## src/rtl/fetch_decode_if.sv

```systemverilog
// Bundles the fetch/decode stage's memory, EX feedback, IF/ID field and hazard signals.
// master = the stage itself, slave = the surrounding pipeline / memory.
interface fetch_decode_if #(
  parameter int CNT_W = 16
);
  logic [31:0]      imem_addr;
  logic [31:0]      imem_data;
  logic             ex_mem2reg;
  logic [4:0]       ex_rt;
  logic             br_taken;
  logic [31:0]      br_target;
  logic [5:0]       opcode;
  logic [5:0]       funct;
  logic [4:0]       rs;
  logic [4:0]       rt;
  logic [4:0]       rd;
  logic [15:0]      imm;
  logic [31:0]      pc_plus4;
  logic             id_valid;
  logic             Stall;
  logic             flush_id;
  logic [CNT_W-1:0] stall_cnt;
  logic [1:0]       fsm_state;

  modport master (
    input  imem_data, ex_mem2reg, ex_rt, br_taken, br_target,
    output imem_addr, opcode, funct, rs, rt, rd, imm, pc_plus4,
           id_valid, Stall, flush_id, stall_cnt, fsm_state
  );

  modport slave (
    output imem_data, ex_mem2reg, ex_rt, br_taken, br_target,
    input  imem_addr, opcode, funct, rs, rt, rd, imm, pc_plus4,
           id_valid, Stall, flush_id, stall_cnt, fsm_state
  );
endinterface

```

## src/rtl/fetch_decode_stage.sv

```systemverilog
// IF stage with IF/ID register: PC ownership, field split, load-use stall detection,
// and redirect on jump (decoded in ID) or taken branch (resolved in EX).
module fetch_decode_stage #(
  parameter logic [31:0] RESET_PC = 32'h0000_0000,
  parameter int          CNT_W    = 16
) (
  input  logic            CLK,
  input  logic            RST,
  fetch_decode_if.master  bus
);

  typedef enum logic [1:0] {
    BOOT  = 2'd0,
    RUN   = 2'd1,
    FLUSH = 2'd2
  } state_e;

  state_e           state_q, state_d;
  logic [31:0]      pc_q;
  logic [31:0]      instr_q;
  logic [31:0]      pp4_q;
  logic             valid_q;
  logic [CNT_W-1:0] cnt_q;

  logic [31:0] pc_next_seq;
  logic [31:0] jump_target;
  logic        jump;
  logic        stall;
  logic        flush;
  logic        rs_hit;
  logic        rt_hit;

  assign pc_next_seq = pc_q + 32'd4;
  assign jump_target = {pp4_q[31:28], instr_q[25:0], 2'b00};
  assign jump        = valid_q && (instr_q[31:26] == 6'h02);
  assign rs_hit      = (bus.ex_rt == instr_q[25:21]);
  assign rt_hit      = (bus.ex_rt == instr_q[20:16]);

  // id_valid=0 marks a bubble: a bubble never stalls or jumps. Stall holds PC and
  // IF/ID for the cycle it is high; a taken branch always overrides it.
  assign stall = !RST && (state_q == RUN) && valid_q && bus.ex_mem2reg &&
                 (bus.ex_rt != 5'd0) && (rs_hit || rt_hit) && !bus.br_taken;
  assign flush = !RST && bus.br_taken;

  always_comb begin
    state_d = state_q;
    if (bus.br_taken)  state_d = FLUSH;
    else if (stall)    state_d = state_q;
    else if (jump)     state_d = FLUSH;
    else               state_d = RUN;
  end

  always_ff @(posedge CLK) begin
    if (RST) begin
      state_q <= BOOT;
      pc_q    <= RESET_PC;
      instr_q <= 32'h0;
      pp4_q   <= 32'h0;
      valid_q <= 1'b0;
      cnt_q   <= '0;
    end else begin
      state_q <= state_d;
      if (bus.br_taken) begin
        pc_q    <= bus.br_target;
        instr_q <= 32'h0;
        valid_q <= 1'b0;
      end else if (stall) begin
        if (cnt_q != '1) cnt_q <= cnt_q + 1'b1;
      end else if (jump) begin
        pc_q    <= jump_target;
        instr_q <= 32'h0;
        valid_q <= 1'b0;
      end else begin
        pc_q    <= pc_next_seq;
        instr_q <= bus.imem_data;
        pp4_q   <= pc_next_seq;
        valid_q <= 1'b1;
      end
    end
  end

  assign bus.imem_addr = pc_q;
  assign bus.opcode    = instr_q[31:26];
  assign bus.funct     = instr_q[5:0];
  assign bus.rs        = instr_q[25:21];
  assign bus.rt        = instr_q[20:16];
  assign bus.rd        = instr_q[15:11];
  assign bus.imm       = instr_q[15:0];
  assign bus.pc_plus4  = pp4_q;
  assign bus.id_valid  = valid_q;
  assign bus.Stall     = stall;
  assign bus.flush_id  = flush;
  assign bus.stall_cnt = cnt_q;
  assign bus.fsm_state = state_q;

endmodule

```

## src/flat_wrapper.sv

```systemverilog
// flat-port wrapper written by rule: the top's interface ports become plain ports
module fetch_decode_stage_flat 
#(
  parameter logic [31:0] RESET_PC = 32'h0000_0000,
  parameter int          CNT_W    = 16
)
  (CLK, RST, bus_imem_data, bus_ex_mem2reg, bus_ex_rt, bus_br_taken, bus_br_target, bus_imem_addr, bus_opcode, bus_funct, bus_rs, bus_rt, bus_rd, bus_imm, bus_pc_plus4, bus_id_valid, bus_Stall, bus_flush_id, bus_stall_cnt, bus_fsm_state);
  fetch_decode_if #(.CNT_W(CNT_W)) bus_i ();
  input  logic CLK;
  input  logic RST;
  input wire logic [$bits(bus_i.imem_data)-1:0] bus_imem_data;
  input wire logic [$bits(bus_i.ex_mem2reg)-1:0] bus_ex_mem2reg;
  input wire logic [$bits(bus_i.ex_rt)-1:0] bus_ex_rt;
  input wire logic [$bits(bus_i.br_taken)-1:0] bus_br_taken;
  input wire logic [$bits(bus_i.br_target)-1:0] bus_br_target;
  output wire logic [$bits(bus_i.imem_addr)-1:0] bus_imem_addr;
  output wire logic [$bits(bus_i.opcode)-1:0] bus_opcode;
  output wire logic [$bits(bus_i.funct)-1:0] bus_funct;
  output wire logic [$bits(bus_i.rs)-1:0] bus_rs;
  output wire logic [$bits(bus_i.rt)-1:0] bus_rt;
  output wire logic [$bits(bus_i.rd)-1:0] bus_rd;
  output wire logic [$bits(bus_i.imm)-1:0] bus_imm;
  output wire logic [$bits(bus_i.pc_plus4)-1:0] bus_pc_plus4;
  output wire logic [$bits(bus_i.id_valid)-1:0] bus_id_valid;
  output wire logic [$bits(bus_i.Stall)-1:0] bus_Stall;
  output wire logic [$bits(bus_i.flush_id)-1:0] bus_flush_id;
  output wire logic [$bits(bus_i.stall_cnt)-1:0] bus_stall_cnt;
  output wire logic [$bits(bus_i.fsm_state)-1:0] bus_fsm_state;
  assign bus_i.imem_data = bus_imem_data;
  assign bus_i.ex_mem2reg = bus_ex_mem2reg;
  assign bus_i.ex_rt = bus_ex_rt;
  assign bus_i.br_taken = bus_br_taken;
  assign bus_i.br_target = bus_br_target;
  assign bus_imem_addr = bus_i.imem_addr;
  assign bus_opcode = bus_i.opcode;
  assign bus_funct = bus_i.funct;
  assign bus_rs = bus_i.rs;
  assign bus_rt = bus_i.rt;
  assign bus_rd = bus_i.rd;
  assign bus_imm = bus_i.imm;
  assign bus_pc_plus4 = bus_i.pc_plus4;
  assign bus_id_valid = bus_i.id_valid;
  assign bus_Stall = bus_i.Stall;
  assign bus_flush_id = bus_i.flush_id;
  assign bus_stall_cnt = bus_i.stall_cnt;
  assign bus_fsm_state = bus_i.fsm_state;
  fetch_decode_stage #(.RESET_PC(RESET_PC), .CNT_W(CNT_W)) u_core (.CLK(CLK), .RST(RST), .bus(bus_i));
endmodule
```

## config.mk

```make
export PLATFORM = sky130hd
export DESIGN_NAME = fetch_decode_stage_flat
export DESIGN_NICKNAME = d
export VERILOG_FILES = /design/src/rtl/fetch_decode_if.sv /design/src/rtl/fetch_decode_stage.sv /design/src/flat_wrapper.sv
export SDC_FILE = /design/constraint.sdc
export NUM_CORES = 1
export LEC_CHECK = 0
export ABC_AREA = 1
export CORE_AREA = 2 2 110 154
export CTS_BUF_LIST = sky130_fd_sc_hd__clkbuf_16
export DETAILED_ROUTE_END_ITERATION = 8
export DIE_AREA = 0 0 112 156
export PLACE_DENSITY = 0.8
export SYNTH_ARGS = -nofsm -noshare
export SYNTH_HDL_FRONTEND = slang
export SYNTH_SLANG_ARGS = --single-unit
```

## constraint.sdc

```tcl
create_clock -name CLK -period 3.2 [get_ports CLK]
set_input_delay 0.64 -clock CLK [delete_from_list [all_inputs] [get_ports CLK]]
set_output_delay 0.64 -clock CLK [all_outputs]
set_load 0.01 [all_outputs]
```

==> flow_summary.ini <==
[final_layout]
fill_cells = 1540
finish.utilization_pct = 54.5
num_antenna_cells = 0
final_common_cell = nand2_1
final_nets = 1200
syn_to_final_growth_pct = 42.8
drive_above_1_share_pct = 7.82
mostFrequentLayoutCells = nand2_1 (295), clkdlybuf4s50_1 (199), nor2_1 (114), dfxtp_1 (114), a21oi_1 (104)

[sta]
maxSlewHeadroom_pct = 62.9
fin_crit_sh_pct = 94.0
slew_viol_final = 0
tns_ps = 0
rsz0062_at_grt = no
min_period_ps = 3010
fmax_mhz = 332
setup-violations-final = 0
tightest_slew_ps = 556
hold_viol_final = 0
skew_ps = 13.4

[clock_tree]
path_clk_slew_ps = 50
h-tree-depth = 4
clk_latency_ps = 420
cts-buffers-inserted = 17
root_buffer = clkbuf_16
cts_tree = built
cts.sinks = 114
clock_path_buffers = 2

[setup_path]
reg2reg_depth = 11
reg2reg_to = u_core.bus.pc_plus4[25]
cp-end-kind = output pin
required_ps = 2560
r2r_slack_ps = 1080
crit_path_start_kind = input pin
worstReg2RegStart = u_core.bus.id_valid
critical_path_class = in -> out
cp.arrival_ps = 2370
worstPathMaxFanout = 4

[placed_design]
io_buffers = 200
dp_hpwl_um = 14800
place_congestion = 0.875

[pwr]
leakagePower_nw = 3.58
vdd_drop_max_uv = 287
p_per_area_nw_per_um2 = 457
switching_share_pct = 25.4
p_seq_share_pct = 39.1
intPower_mw = 2.99
combPwrFrac_pct = 14.0
p_sw_mw = 1.02
clkPwrFrac_pct = 46.8

[logic_synthesis]
synth.distinct_cells = 32
yosys_warnings = 0
synth_seq_area_share_pct = 37.1
syn_area_um2 = 6150
netlist_instances = 951
synth_seq_cells = 114
syn_area_per_cell_um2 = 6.47
syn-num-nets = 1026

[route]
ant_nets = 0
wl_um = 20200
vias_per_cell = 5.05
dr.pass1.iters = 6
via_count = 6758
drcViolationCount = 0
drt-wirelength-per-cell_um = 15.1
drt_iter0_markers = 621

[hold_path]
hp-start = u_core.bus.pc_plus4[20]
hold_class = reg -> reg
hold_end = u_core.bus.pc_plus4[20]
min_delay_path_depth = 2

[floorplan]
dieArea_um2 = 17500
die_h_um = 156
fp.coreArea_um2 = 16100
io_pins = 201
dieWidth_um = 112
row_count = 55
start_util_pct = 38.2

[run_status]
outcome = finished, final reports clean

[grt]
gr-usage-all-layers_pct = 22.8
grt_pass1_vias = 6202
grt_max_degree = 84
grt_overflow_total = 0
grt_antenna_before_repair = 0
grt_pass1_wl_um = 31900

[run]
maxCapViolCount = 0
-- cell usage after synthesis --
| cell | number | share of area (%) |
|---|---|---|
| a21oi_1 | 104 | 8.5 |
| a22oi_1 | 2 | 0.24 |
| a31oi_1 | 2 | 0.20 |
| and2_1 | 2 | 0.20 |
| buf_1 | 3 | 0.18 |
| buf_2 | 13 | 1.1 |
| buf_4 | 16 | 2.0 |
| buf_6 | 3 | 0.55 |
| clkbuf_1 | 25 | 1.5 |
| clkinv_1 | 1 | 0.061 |
| clkinv_2 | 1 | 0.081 |
| dfxtp_1 | 114 | 37 |
| ha_1 | 2 | 0.41 |
| inv_1 | 46 | 2.8 |
| inv_2 | 7 | 0.43 |
| nand2_1 | 295 | 18 |
| nand2_2 | 1 | 0.10 |
| nand2_4 | 3 | 0.55 |
| nand3_1 | 64 | 5.2 |
| nand3b_1 | 7 | 0.85 |
| nand4_1 | 7 | 0.71 |
| nor2_1 | 114 | 7.0 |
| nor2_2 | 16 | 1.6 |
| nor2_4 | 2 | 0.37 |
| nor3_1 | 3 | 0.24 |
| nor3_2 | 1 | 0.16 |
| o211ai_1 | 2 | 0.24 |
| o21ai_0 | 46 | 3.7 |
| o21ai_1 | 5 | 0.41 |
| or2_2 | 18 | 1.8 |
| xnor2_1 | 10 | 1.4 |
| xor2_1 | 16 | 2.3 |
-- how the worst max path moves through the flow --
| stage | startpoint | endpoint | cells past startpoint |
|---|---|---|---|
| 2_1_floorplan | RST | bus_Stall | 7 |
| 6_report | bus_ex_rt[4] | bus_Stall | 10 |
| 4_1_cts | bus_ex_rt[0] | bus_Stall | 10 |
| 3_5_place_dp | bus_ex_rt[0] | bus_Stall | 10 |
| 3_3_place_gp | bus_ex_rt[0] | bus_Stall | 10 |
| 5_1_grt | bus_ex_rt[1] | bus_Stall | 10 |
-- kinds of logic (layout without fill, tap and decap cells) --
| family | Yosys count | count (layout) | share of synthesized area [%] |
|---|---|---|---|
| AOI/OAI and AO/OA | 161 | 161 | 13.3 |
| adders and majority gates | 2 | 2 | 0.407 |
| xor gates and xnor gates | 26 | 26 | 3.70 |
| buffers and inverters | 115 | 302 | 8.65 |
| and+or+nand+nor | 533 | 533 | 36.8 |
| DFF | 114 | 114 | 37.1 |
-- per-layer routing --
metal	up-vias	wire (µm)	global-route usage (%)
li1	3387	-	-
met1	3049	8070	26.4
met2	274	10000	39.7
met3	48	1390	5.05
met4	0	716	10.8
met5	-	0	0
-- power by group through the flow --
stage,Sequential [mW],Clock [mW],Combinational (mW)
after floorplan,1.61,0,0.239
after global placement,1.59,0,0.553
after detailed placement,1.60,0,0.560
after CTS,1.57,1.89,0.563
after global routing,1.58,1.96,0.617
final,1.57,1.88,0.563
-- critical path, cell delays in order --
cell and delay [ps]:
clkdlybuf4s50_1 530, inv_2 50, nand2_1 50, nand2_1 50, nor2_1 120, nand3_1 130
nand2_4 120, nand2_4 80, inv_2 60, clkdlybuf4s50_1 520
-- timing repair --
item / in CTS / in global routing
hold buffers: 0 / 0
resized for setup: 0 / 1
endpoints found under the hold margin: 0 / 0
endpoints found under the setup margin: 0 / 1
setup buffers: 0 / 1
-- flip-flops by register name (all words and copies together) (netlist names) --
name and cells:
u_core.bus.fsm_state 1, u_core.instr_q 32, u_core.bus.imem_addr 32, u_core.bus.pc_plus4 32, u_core.bus.id_valid 1, u_core.bus.stall_cnt 16
-- final cells by class --
type / instances / area, µm² / area share [%]
Tap cell: 199 / 249 / 2.84
Inverter: 55 / 208 / 2.37
Timing Repair Buffer: 215 / 2130 / 24.3
Sequential cell: 114 / 2280 / 26.0
Multi-Input combinational cell: 722 / 3340 / 38.0
Clock buffer: 17 / 425 / 4.85
Clock inverter: 15 / 150 / 1.71
-- metrics by stage --
stage	std cells	power [mW]	cell area, µm²	worst slack (ps)	hold slack, ps
floorplan	951	1.85	6150	1010	453
global placement	1304	2.15	8190	150	461
detailed placement	1304	2.16	8190	102	463
CTS	1336	4.02	8770	91.5	471
global route	1337	4.15	8780	78.7	494
finish	1337	4.01	8780	192	469
(Power assumes the default switching activity.)
